`src/rtl/osc_voice_alloc_if.sv`:
```
// Note request channel between the key scanner and the voice allocator.
// valid/ready handshake; note_on and note_freq are qualified by note_valid.
interface osc_voice_alloc_if #(
    parameter int FREQ_W = 12
) ();
    logic              note_valid;
    logic              note_ready;
    logic              note_on;
    logic [FREQ_W-1:0] note_freq;

    modport master (output note_valid, note_on, note_freq, input note_ready);
    modport slave  (input note_valid, note_on, note_freq, output note_ready);
endinterface

```
`src/rtl/osc_voice_alloc.sv`:
```
// Polyphonic voice allocator: maps note-on/off requests onto NUM_VOICES oscillator slots.
// Optional macro VOICE_STEAL_EN: when all voices are gated, a note-on steals the oldest voice.
module osc_voice_alloc #(
    parameter int NUM_VOICES = 4,
    parameter int FREQ_W     = 12,
    parameter int AGE_W      = 8
) (
    input  logic                         clk,
    input  logic                         rst,
    osc_voice_alloc_if.slave             req,
    output logic [NUM_VOICES*FREQ_W-1:0] voice_freq,
    output logic [NUM_VOICES-1:0]        voice_gate,
    output logic                         overflow
);
    localparam int IDX_W = (NUM_VOICES > 1) ? $clog2(NUM_VOICES) : 1;

    typedef enum logic [1:0] {IDLE, SCAN, COMMIT} state_t;

    state_t            state, state_nxt;
    logic [IDX_W-1:0]  idx;
    logic              last_idx;
    logic              note_ready;
    logic              transfer;

    logic              req_on;
    logic [FREQ_W-1:0] req_freq;

    logic [FREQ_W-1:0] freq_q [NUM_VOICES];
    logic [AGE_W-1:0]  age_q  [NUM_VOICES];
    logic [NUM_VOICES-1:0] gate_q;

    logic              match_found, free_found, old_found;
    logic [IDX_W-1:0]  match_idx, free_idx, old_idx;
    logic [AGE_W-1:0]  old_age;

    logic              do_alloc, do_steal, do_retrig, do_release, do_overflow;
    logic [IDX_W-1:0]  tgt;

    assign note_ready     = (state == IDLE);
    assign req.note_ready = note_ready;
    assign transfer       = req.note_valid && note_ready;
    assign last_idx       = (idx == IDX_W'(NUM_VOICES - 1));

    always_ff @(posedge clk) begin
        if (rst) state <= IDLE;
        else     state <= state_nxt;
    end

    // NOTE: every variable assigned in always_comb gets a default first so no latch is inferred.
    always_comb begin
        state_nxt = state;
        case (state)
            IDLE:    if (transfer) state_nxt = SCAN;
            SCAN:    if (last_idx) state_nxt = COMMIT;
            COMMIT:  state_nxt = IDLE;
            default: state_nxt = IDLE;
        endcase
    end

    // Request capture and the one-voice-per-cycle scan.
    always_ff @(posedge clk) begin
        if (rst) begin
            req_on      <= 1'b0;
            req_freq    <= '0;
            idx         <= '0;
            match_found <= 1'b0;
            free_found  <= 1'b0;
            old_found   <= 1'b0;
            match_idx   <= '0;
            free_idx    <= '0;
            old_idx     <= '0;
            old_age     <= '0;
        end else begin
            case (state)
                IDLE: begin
                    if (transfer) begin
                        req_on      <= req.note_on;
                        req_freq    <= req.note_freq;
                        idx         <= '0;
                        match_found <= 1'b0;
                        free_found  <= 1'b0;
                        old_found   <= 1'b0;
                        old_age     <= '0;
                    end
                end
                SCAN: begin
                    if (gate_q[idx] && (freq_q[idx] == req_freq) && !match_found) begin
                        match_found <= 1'b1;
                        match_idx   <= idx;
                    end
                    if (!gate_q[idx] && !free_found) begin
                        free_found <= 1'b1;
                        free_idx   <= idx;
                    end
                    // Strictly-greater keeps the lowest index on equal ages.
                    if (gate_q[idx] && (!old_found || (age_q[idx] > old_age))) begin
                        old_found <= 1'b1;
                        old_idx   <= idx;
                        old_age   <= age_q[idx];
                    end
                    if (!last_idx) idx <= idx + 1'b1;
                end
                default: ;
            endcase
        end
    end

    // Commit decision: exactly one action per request.
    always_comb begin
        do_alloc    = 1'b0;
        do_steal    = 1'b0;
        do_retrig   = 1'b0;
        do_release  = 1'b0;
        do_overflow = 1'b0;
        if (state == COMMIT) begin
            if (req_on) begin
                // A zero frequency would divide by zero in the oscillator.
                if (req_freq != '0) begin
                    if (match_found)     do_retrig = 1'b1;
                    else if (free_found) do_alloc  = 1'b1;
                    else begin
                        do_overflow = 1'b1;
`ifdef VOICE_STEAL_EN
                        do_steal    = 1'b1;
`else
                        do_steal    = 1'b0;
`endif
                    end
                end
            end else if (match_found) begin
                do_release = 1'b1;
            end
        end
    end

    always_comb begin
        tgt = old_idx;
        if (do_alloc)                     tgt = free_idx;
        else if (do_retrig || do_release) tgt = match_idx;
    end

    // NOTE: the voice arrays are reset because they drive the oscillators and mixer directly.
    always_ff @(posedge clk) begin
        if (rst) begin
            for (int i = 0; i < NUM_VOICES; i++) begin
                freq_q[i] <= '0;
                age_q[i]  <= '0;
            end
            gate_q   <= '0;
            overflow <= 1'b0;
        end else begin
            overflow <= do_overflow;
            for (int i = 0; i < NUM_VOICES; i++) begin
                if ((do_alloc || do_steal) && gate_q[i] && (IDX_W'(i) != tgt) && (age_q[i] != '1))
                    age_q[i] <= age_q[i] + 1'b1;
            end
            if (do_alloc || do_steal) begin
                freq_q[tgt] <= req_freq;
                gate_q[tgt] <= 1'b1;
                age_q[tgt]  <= '0;
            end
            if (do_retrig)  age_q[tgt]  <= '0;
            // Frequency is kept after release so the mixer can play the tail.
            if (do_release) gate_q[tgt] <= 1'b0;
        end
    end

    always_comb begin
        voice_freq = '0;
        for (int i = 0; i < NUM_VOICES; i++)
            voice_freq[i*FREQ_W +: FREQ_W] = freq_q[i];
    end

    assign voice_gate = gate_q;

endmodule

```
`src/flat_wrapper.sv`:
```
// flat-port wrapper written by rule: the top's interface ports become plain ports
module osc_voice_alloc_flat 
#(
    parameter int NUM_VOICES = 4,
    parameter int FREQ_W     = 12,
    parameter int AGE_W      = 8
)
  (clk, rst, voice_freq, voice_gate, overflow, req_note_valid, req_note_on, req_note_freq, req_note_ready);
  osc_voice_alloc_if #(.FREQ_W(FREQ_W)) req_i ();
  input  logic clk;
  input  logic rst;
  output logic [NUM_VOICES*FREQ_W-1:0] voice_freq;
  output logic [NUM_VOICES-1:0] voice_gate;
  output logic overflow;
  input wire logic [$bits(req_i.note_valid)-1:0] req_note_valid;
  input wire logic [$bits(req_i.note_on)-1:0] req_note_on;
  input wire logic [$bits(req_i.note_freq)-1:0] req_note_freq;
  output wire logic [$bits(req_i.note_ready)-1:0] req_note_ready;
  assign req_i.note_valid = req_note_valid;
  assign req_i.note_on = req_note_on;
  assign req_i.note_freq = req_note_freq;
  assign req_note_ready = req_i.note_ready;
  osc_voice_alloc #(.NUM_VOICES(NUM_VOICES), .FREQ_W(FREQ_W), .AGE_W(AGE_W)) u_core (.clk(clk), .rst(rst), .req(req_i), .voice_freq(voice_freq), .voice_gate(voice_gate), .overflow(overflow));
endmodule
```
`config.mk`:
```
export PLATFORM = sky130hd
export DESIGN_NAME = osc_voice_alloc_flat
export DESIGN_NICKNAME = d
export VERILOG_FILES = /design/src/rtl/osc_voice_alloc_if.sv /design/src/rtl/osc_voice_alloc.sv /design/src/flat_wrapper.sv
export SDC_FILE = /design/constraint.sdc
export NUM_CORES = 1
export LEC_CHECK = 0
export ABC_AREA = 1
export CORE_UTILIZATION = 26
export CTS_BUF_LIST = sky130_fd_sc_hd__clkbuf_4 sky130_fd_sc_hd__clkbuf_8
export CTS_CLUSTER_DIAMETER = 200
export DETAILED_ROUTE_END_ITERATION = 6
export PLACE_DENSITY = 0.41
export SETUP_SLACK_MARGIN = 0.2
export SLEW_MARGIN = 20
export SYNTH_ARGS = -nofsm -noshare
export SYNTH_HDL_FRONTEND = slang
export SYNTH_SLANG_ARGS = --single-unit
```
`constraint.sdc`:
```
create_clock -name clk -period 8.25 [get_ports clk]
set_clock_uncertainty 0.05 [all_clocks]
set_input_delay 1.2375 -clock clk [delete_from_list [all_inputs] [get_ports clk]]
set_output_delay 1.2375 -clock clk [all_outputs]
set_load 0.005 [all_outputs]
```
==> results.cfg, run 1 <==
[timing]
tightest_slew_ps = 868
period_needed_ps = 3820
period_share_pct = 46.4
fmax_mhz = 261
slew_viol_final = 0
hold_viol = 0
grt_setup_unrepaired = false
tns_ps = 0
finalSetupViolCount = 0
max-slew-margin-rel_pct = 42.1

[floorplanning]
die_w_microns = 158
io_pins = 70
coreArea_sq_um = 23600
design.die.area_sq_um = 24800
start_util_pct = 26.6
rows = 56
die_h_microns = 158

[place]
portBuffers = 69
postPlaceCellArea_sq_um = 7200
dp.cells = 1171
gp_congestion = 0.762
hpwl_microns = 14500

[global_routing]
grt_max_degree = 66
overflow = 0
gr-usage-all-layers_pct = 17.5
grt_pass1_wl_microns = 32100
antenna_found_initial = 0
grt_pass1_vias = 5473

[cells_and_area]
fin_cells = 1203
finalInstanceArea_sq_um = 7580
areaGrowthSynthToFinish_pct = 20.5
utilization_pct = 32.1
diodes = 0
nNetsFinal = 900
final_cell_mix = 155 x nand2_1, 107 x nor2_1, 84 x nand3_1
final_common_cell = nand2_1
layout-drive-gt1-share_pct = 6.90

[outcome]
status = finished, final reports clean

[clock_tree]
clockBufferDepth = 2
root_buffer = clkbuf_8
cts_tree = built
numClockSinks = 121
ctsResizeCount = 0
clk_latency_ps = 460
post_cts_buffers = 0
cts_made_buffers = 17
holdBufCountCts = 0
cts_htree_levels = 4
clkTransAtPathRegs_ps = 70

[worst_hold_path]
hp-start = u_core.old_found
holdCritPathClass = register to register

[drt]
ant_nets = 0
vias_per_cell = 4.72
drc = 0
drtIter0Drc = 452
dr.pass1.iters = 5
via_count = 5675
routed_wl_microns = 20500
wl_per_cell_microns = 17.1

[logic_synthesis]
yosysWarnings = 0
synth_area_sq_um = 6290
synth_cell_types = 32
synth_fp_nets = 845
synth_seq_area_share_pct = 46.2
syn_inst = 816
syn_area_per_cell_sq_um = 7.71
synth_seq_cells = 121

[setup_path]
cp_max_fo = 25
start_kind = register
end_kind = register
cp_data_required_time_ps = 8570
crit_arrival_ps = 4140
criticalPathCategory = register to register

[run]
drv_cap = 0

[pwr]
ir_drop_mv = 0.0761
power.leakage_nw = 2.86
totalPowerFinal_mw = 1.33
power_density_nw_per_um2 = 175
## worst max-delay path, stage by stage (launching register included)
cell	delay, ps
dfxtp_1	860
inv_1	650
o21ai_0	230
a21oi_1	70
a21oi_1	220
ha_1	290
a21oi_1	140
o21ai_0	90
nand2_1	70
o211ai_1	80
o21ai_0	90
nand2_1	210
nand2_1	410
nand3_1	130
a21oi_1	150
## final timing paths
| check | endpoint | slack, ps | cells after the start |
|---|---|---|---|
| setup / recovery | u_core.old_age[0] | 4430 | 14 |
| hold / removal | u_core.old_found | 430 | 2 |
| setup reg to reg | u_core.old_age[0] | 4430 | 14 |
| hold reg to reg | u_core.old_found | 430 | 2 |
## per-layer routing
layer  GRT usage (%)  part of all wire [%]
met1            25.5                    51
met2            26.0                    43
met3            3.22                   4.2
met4            5.32                   1.3
met5               0                     0
## synthesized netlist by cell type (all sizes together)
master | count | area share [%]
o21bai | 1 | 0.12
inv | 78 | 4.7
nor3b | 1 | 0.12
or2 | 1 | 0.10
o21ai | 49 | 4.0
nor2 | 110 | 6.8
nor3 | 20 | 1.8
a32oi | 1 | 0.14
buf | 27 | 2.9
nand2 | 166 | 10
a21oi | 69 | 5.5
o22ai | 5 | 0.50
edfxtp | 48 | 23
nand3 | 90 | 7.6
ha | 13 | 2.6
clkbuf | 12 | 0.72
o211ai | 5 | 0.60
nand3b | 3 | 0.36
nand4 | 26 | 2.6
xor2 | 11 | 1.5
dfxtp | 73 | 23
xnor2 | 7 | 0.97
## stage by stage
step	hold slack [ps]	worst slack, ps
2_1_floorplan	395	5420
3_3_place_gp	416	4010
3_5_place_dp	424	3970
4_1_cts	434	4380
5_1_grt	454	3930
6_report	431	4430
## power breakdown
part | internal [mW] | total, mW | switching (mW)
Sequential | 0.637 | 0.653 | 0.0160
Clock | 0.276 | 0.531 | 0.255
Combinational | 0.0513 | 0.145 | 0.0935
## cells by family after synthesis
logic type,synth area share [%]
AOI/OAI and AO/OA,10.8
xor gates and xnor gates,2.51
adders and majority gates,2.59
buffers and inverters,8.26
DFF,46.2
and+or+nand+nor,29.7
## layout make-up
cell class | count | area [sq um]
multi-input combinational | 578 | 2870
inverter | 78 | 293
tap | 319 | 399
fill | 2540 | 16000
timing repair buffer | 75 | 736
sequential | 121 | 2900
clock inverter | 12 | 125
clock buffer | 20 | 256
## registers in the layout, indices dropped and copies added (netlist names), 2 cells and up, named ones only
register / flops
u_core.voice_gate: 4
u_core.free_idx: 2
u_core.age_q: 32
u_core.idx: 2
u_core.req_freq: 12
u_core.old_age: 8
u_core.freq_q: 48
u_core.match_idx: 2
u_core.old_idx: 2
u_core.state: 2
No activity file was read; power rests on OpenSTA's default activity.
==> inputs of run 2 (changes only) <==
--- a/config.mk
+++ b/config.mk
@@ -10,7 +10,7 @@
 export CTS_BUF_LIST = sky130_fd_sc_hd__clkbuf_4 sky130_fd_sc_hd__clkbuf_8
 export CTS_CLUSTER_DIAMETER = 200
 export DETAILED_ROUTE_END_ITERATION = 6
-export PLACE_DENSITY = 0.41
+export PLACE_DENSITY = 0.43
 export SETUP_SLACK_MARGIN = 0.2
 export SLEW_MARGIN = 20
 export SYNTH_ARGS = -nofsm -noshare
==> constraint.sdc (replaced) <==
create_clock -name clk -period 3.3 [get_ports clk]
set_clock_uncertainty 0.05 [all_clocks]
set_input_delay 0.495 -clock clk [delete_from_list [all_inputs] [get_ports clk]]
set_output_delay 0.495 -clock clk [all_outputs]
set_load 0.005 [all_outputs]
==> run 2 against run 1 <==
The run now ends with design-rule violations left. First-iteration DRC count shrank 18%. Core utilization grew 0.49 points. Highest routed layer unchanged. Fmax up 42%. Power increased by 150%. Non-clock buffer count is 14 higher.
==> results.cfg, run 2 (synthesis results as in run 1) <==
[cells_and_area]
max_flop_register = u_core.freq_q
seqCellArea_sq_um = 2900
multi_input_area_sq_um = 2880
final_common_cell = nand2_1
final_cell_mix = 153 x nand2_1, 107 x nor2_1, 84 x nand3_1
areaGrowthSynthToFinish_pct = 22.4
fin_cells = 1218
layout-drive-gt1-share_pct = 9.23
nNetsFinal = 915
fillers = 2552
largest_reg_flops = 48
utilization_pct = 32.6
reg_top3 = u_core.freq_q x48, u_core.age_q x32, u_core.req_freq x12
diodes = 0

[place]
portBuffers = 69
gp_congestion = 0.798
dp.cells = 1184
pre_cts_ws_ps = 297
hpwl_microns = 14300

[setup_path]
critPathMaxStageDelay_ps = 500
path_buf_inv = 1
cp_max_fo = 14
cp_slowest_cell = dfxtp_1
rr_worst_depth = 14
regToRegSetupSlack_ps = 610
cp.depth = 14
end_kind = register
start_kind = register
cp_data_required_time_ps = 3630
criticalPathCategory = register to register
critical_path.top_delay_family = compound AO/OA/AOI/OAI gates
crit_arrival_ps = 3020
path_cells = clkinvlp_4, o21ai_0, a21oi_1, a21oi_1, ha_1, a21oi_1, o21ai_0, nand2_1, o211ai_1, o21ai_0, nand2_2, nand2_4, o21ai_0, a21oi_1

[clock_tree]
root_buffer = clkbuf_8
cts_htree_levels = 4
clk_latency_ps = 470
cts_made_buffers = 17
clockBufferDepth = 2
cts_tree = built
clkTransAtPathRegs_ps = 80
numClockSinks = 121

[drt]
dr.pass1.iters = 7
wl_per_cell_microns = 16.6
routed_wl_microns = 20200
ant_nets = 0
via_count = 5759
vias_per_cell = 4.73
drtIter0Drc = 372
drc = 1

[global_routing]
grt_pass1_vias = 5552
grt_pass1_wl_microns = 31700
antenna_found_initial = 0
overflow = 0
gr-usage-all-layers_pct = 17.3
grt_max_degree = 51
grt_util_met2_pct = 27.1
grt_use_met3_pct = 3.66
grt_busiest_layer = met2
grt_use_met1_pct = 23.7

[outcome]
violations = design-rule violations
status = finished with violations

[timing]
period_share_pct = 81.5
fmax_mhz = 372
tns_ps = 0
holdWs_ps = 435
slew_viol_final = 0
grt_setup_unrepaired = false
period_needed_ps = 2690
max-slew-margin-rel_pct = 55.4
tightest_slew_ps = 668
worst_slack_ps = 611
finalSetupViolCount = 0
hold_viol = 0

[floorplanning]
io_pins = 70
rows = 56
coreArea_sq_um = 23600
die_h_microns = 158
design.die.area_sq_um = 24800
die_w_microns = 158
start_util_pct = 26.6

[pwr]
ir_drop_mv = 0.205
power.leakage_nw = 2.92
power_density_nw_per_um2 = 427

[run]
drv_cap = 0

[worst_hold_path]
holdCritPathClass = register to register
worstHoldPathCells = 2
==> run 2: worst min-delay path, delay by kind of cell (launching register included) <==
family           cells  cell delay [ps]
AND/OR/NAND/NOR      1               70
flip-flops           1              320
AO/OA/AOI/OAI        1               50
==> run 2: power by group <==
part           leakage, nW  switching, mW  internal [mW]  total (mW)
clock network        0.184          0.728          0.557        1.29
logic                 1.65          0.231          0.135       0.366
registers             1.09         0.0393           1.59        1.63
total                 2.92          0.999           2.28        3.28
==> run 2: through the flow <==
| stage | cell area (sq um) | total power [mW] |
|---|---|---|
| 2_1_floorplan | 6290 | 1.87 |
| 3_3_place_gp | 7290 | 2.03 |
| 3_5_place_dp | 7290 | 2.03 |
| 4_1_cts | 7660 | 3.32 |
| 5_1_grt | 7690 | 3.44 |
| 6_report | 7690 | 3.28 |
==> run 2: worst paths after layout <==
check | from | end
worst max-delay path | register | u_core.old_idx[0]
worst min register to register | u_core.old_age[6] | u_core.old_age[6]
worst max register to register | register | u_core.old_idx[0]
worst min-delay path | u_core.old_age[6] | u_core.old_age[6]
==> run 2: what timing repair did <==
item	4_1_cts	5_1_grt
endpoints found under the setup margin	0	11
gates resized for setup	0	8
buffers inserted	0	1
endpoints found under the hold margin	0	0
hold buffers	0	0
==> run 2: routing by layer <==
| metal | up-vias | routed length, microns |
|---|---|---|
| met1 | 2753 | 9970 |
| met3 | 16 | 817 |
| li1 | 2878 | - |
| met4 | 0 | 209 |
| met2 | 112 | 9240 |
| met5 | - | 0 |
==> run 2: area by class of cell <==
cell class,count,share of cell area [%]
inverters,78,3.90
repair buffers,89,10.9
repair inverters,1,0.0976
multi-input cells,578,37.4
flip-flops and latches,121,37.7
clock inverters,14,1.63
well taps,319,5.19
clock buffers,18,3.14
==> inputs of run 3 (changes only) <==
--- a/config.mk
+++ b/config.mk
@@ -10,7 +10,7 @@
 export CTS_BUF_LIST = sky130_fd_sc_hd__clkbuf_4 sky130_fd_sc_hd__clkbuf_8
 export CTS_CLUSTER_DIAMETER = 200
 export DETAILED_ROUTE_END_ITERATION = 6
-export PLACE_DENSITY = 0.43
+export PLACE_DENSITY = 0.41
 export SETUP_SLACK_MARGIN = 0.2
 export SLEW_MARGIN = 20
 export SYNTH_ARGS = -nofsm -noshare
==> constraint.sdc (replaced) <==
create_clock -name clk -period 2.7 [get_ports clk]
set_clock_uncertainty 0.05 [all_clocks]
set_input_delay 0.405 -clock clk [delete_from_list [all_inputs] [get_ports clk]]
set_output_delay 0.405 -clock clk [all_outputs]
set_load 0.005 [all_outputs]
==> run 3 against run 2 <==
First-iteration DRC count up 28%. Fmax grew 16%. The flow now finishes without violations. Die area is the same. Critical endpoint is now u_core.old_age[1]. Sequential power rose by 22%. Clock-buffer cell count is 1 lower. Highest routed layer unchanged.
==> results.cfg, run 3 (synthesis results as in run 1) <==
[outcome]
status = finished, final reports clean

[floorplanning]
design.die.area_sq_um = 24800
io_pins = 70
die_w_microns = 158
die_h_microns = 158
start_util_pct = 26.6
rows = 56
coreArea_sq_um = 23600

[cells_and_area]
max_flop_register = u_core.freq_q
nNetsFinal = 927
diodes = 0
final_cell_mix = 151 x nand2_1, 107 x nor2_1, 84 x nand3_1
final_common_cell = nand2_1
utilization_pct = 33.5
seqCellArea_sq_um = 2910
multi_input_area_sq_um = 2910
layout-drive-gt1-share_pct = 11.1
finalInstanceArea_sq_um = 7910
fillers = 2527
reg_top3 = u_core.freq_q x48, u_core.age_q x32, u_core.req_freq x12
areaGrowthSynthToFinish_pct = 25.8
largest_reg_flops = 48

[setup_path]
end_kind = register
crit_arrival_ps = 2650
cp_data_required_time_ps = 3040
start_kind = register
regToRegSetupSlack_ps = 390
cp_max_fo = 7
criticalPathCategory = register to register
r2r-end = u_core.old_age[1]
rr_worst_depth = 13
endpoint = u_core.old_age[1]

[clock_tree]
cts_htree_levels = 4
numClockSinks = 121
root_buffer = clkbuf_8
clk_latency_ps = 460
clockBufferDepth = 2
cts_made_buffers = 17
cts_tree = built
holdBufCountCts = 0
clkTransAtPathRegs_ps = 90

[place]
postPlaceCellArea_sq_um = 7360
gp_congestion = 0.853
portBuffers = 69
hpwl_microns = 14700

[drt]
ant_nets = 0
dr.pass1.iters = 5
routed_wl_microns = 20600
drc = 0
vias_per_cell = 4.67
wl_per_cell_microns = 16.8
via_count = 5749
drtIter0Drc = 475

[timing]
tightest_slew_ps = 585
fmax_mhz = 433
tns_ps = 0
max-slew-margin-rel_pct = 60.8
period_needed_ps = 2310
grt_setup_unrepaired = true
period_share_pct = 85.5
finalSetupViolCount = 0
hold_viol = 0
slew_viol_final = 0

[global_routing]
gr-usage-all-layers_pct = 17.2
grt_pass1_vias = 5408
grt_pass1_wl_microns = 31500
antenna_found_initial = 0
overflow = 0
grt_max_degree = 32

[pwr]
power_density_nw_per_um2 = 549
power.leakage_nw = 3.03
ir_drop_mv = 0.269

[run]
drv_cap = 0

[worst_hold_path]
holdCritPathClass = register to register
## run 3: cell count changes in the layout (fill, tap and decap cells not counted), sizes merged
cell and change:
clkbuf -1, inv -4, clkinv +3, buf +11, clkinvlp -2, nand2 +1
bufinv +4
## run 3: worst min path at each step
stage / start / end / slack (ps) / depth (start not counted)
final: u_core.old_idx[0] / u_core.old_idx[0] / 430 / 2
after global routing: u_core.old_idx[0] / u_core.old_idx[0] / 440 / 2
after CTS: u_core.old_idx[0] / u_core.old_idx[0] / 430 / 2
after detailed placement: u_core.old_idx[0] / u_core.old_idx[0] / 410 / 2
after global placement: u_core.old_age[5] / u_core.old_age[5] / 420 / 2
after floorplan: u_core.old_idx[1] / u_core.old_idx[1] / 400 / 2
## run 3: worst max-delay path: stages (launching register included)
cell and delay, ps:
dfxtp_4 410, clkinvlp_4 160, a21oi_1 200, a21oi_2 90, ha_1 290, nand2_1 70, o21ai_0 160, nand2_1 70
o211ai_1 80, o21ai_1 110, nand2_2 140, buf_4 170, nand3_1 90, a21oi_1 150
## run 3: timing repair
action,4_1_cts,5_1_grt
setup endpoints to repair,0,16
setup buffers,0,4
hold endpoints to repair,0,0
resized for setup,0,19
## run 3: layout make-up
| class | instances | area share, % |
|---|---|---|
| repair inverters | 1 | 0.0949 |
| flip-flops and latches | 121 | 36.8 |
| clock inverters | 15 | 2.71 |
| multi-input cells | 579 | 36.8 |
| clock buffers | 17 | 2.96 |
| well taps | 319 | 5.05 |
| inverters | 78 | 3.78 |
| repair buffers | 100 | 11.9 |
## run 3: where the power goes
group          switching, mW  total, mW  internal (mW)
Clock                  0.861       1.89           1.03
Sequential            0.0448       1.99           1.95
Combinational          0.288      0.465          0.177
## run 3: per-stage QoR
step	setup WS [ps]	hold WS [ps]	power (mW)	cells
after CTS	230	429	4.39	1224
final	391	428	4.34	1230
after detailed placement	234	414	2.49	1192
after global routing	162	441	4.53	1230
after floorplan	202	395	2.29	816
after global placement	278	417	2.49	1192
## run 3: metal layers
layer,wire [microns],track usage (%)
met1,10600,24.5
met2,9100,26.3
met3,698,3.14
met4,196,4.58
met5,0,0
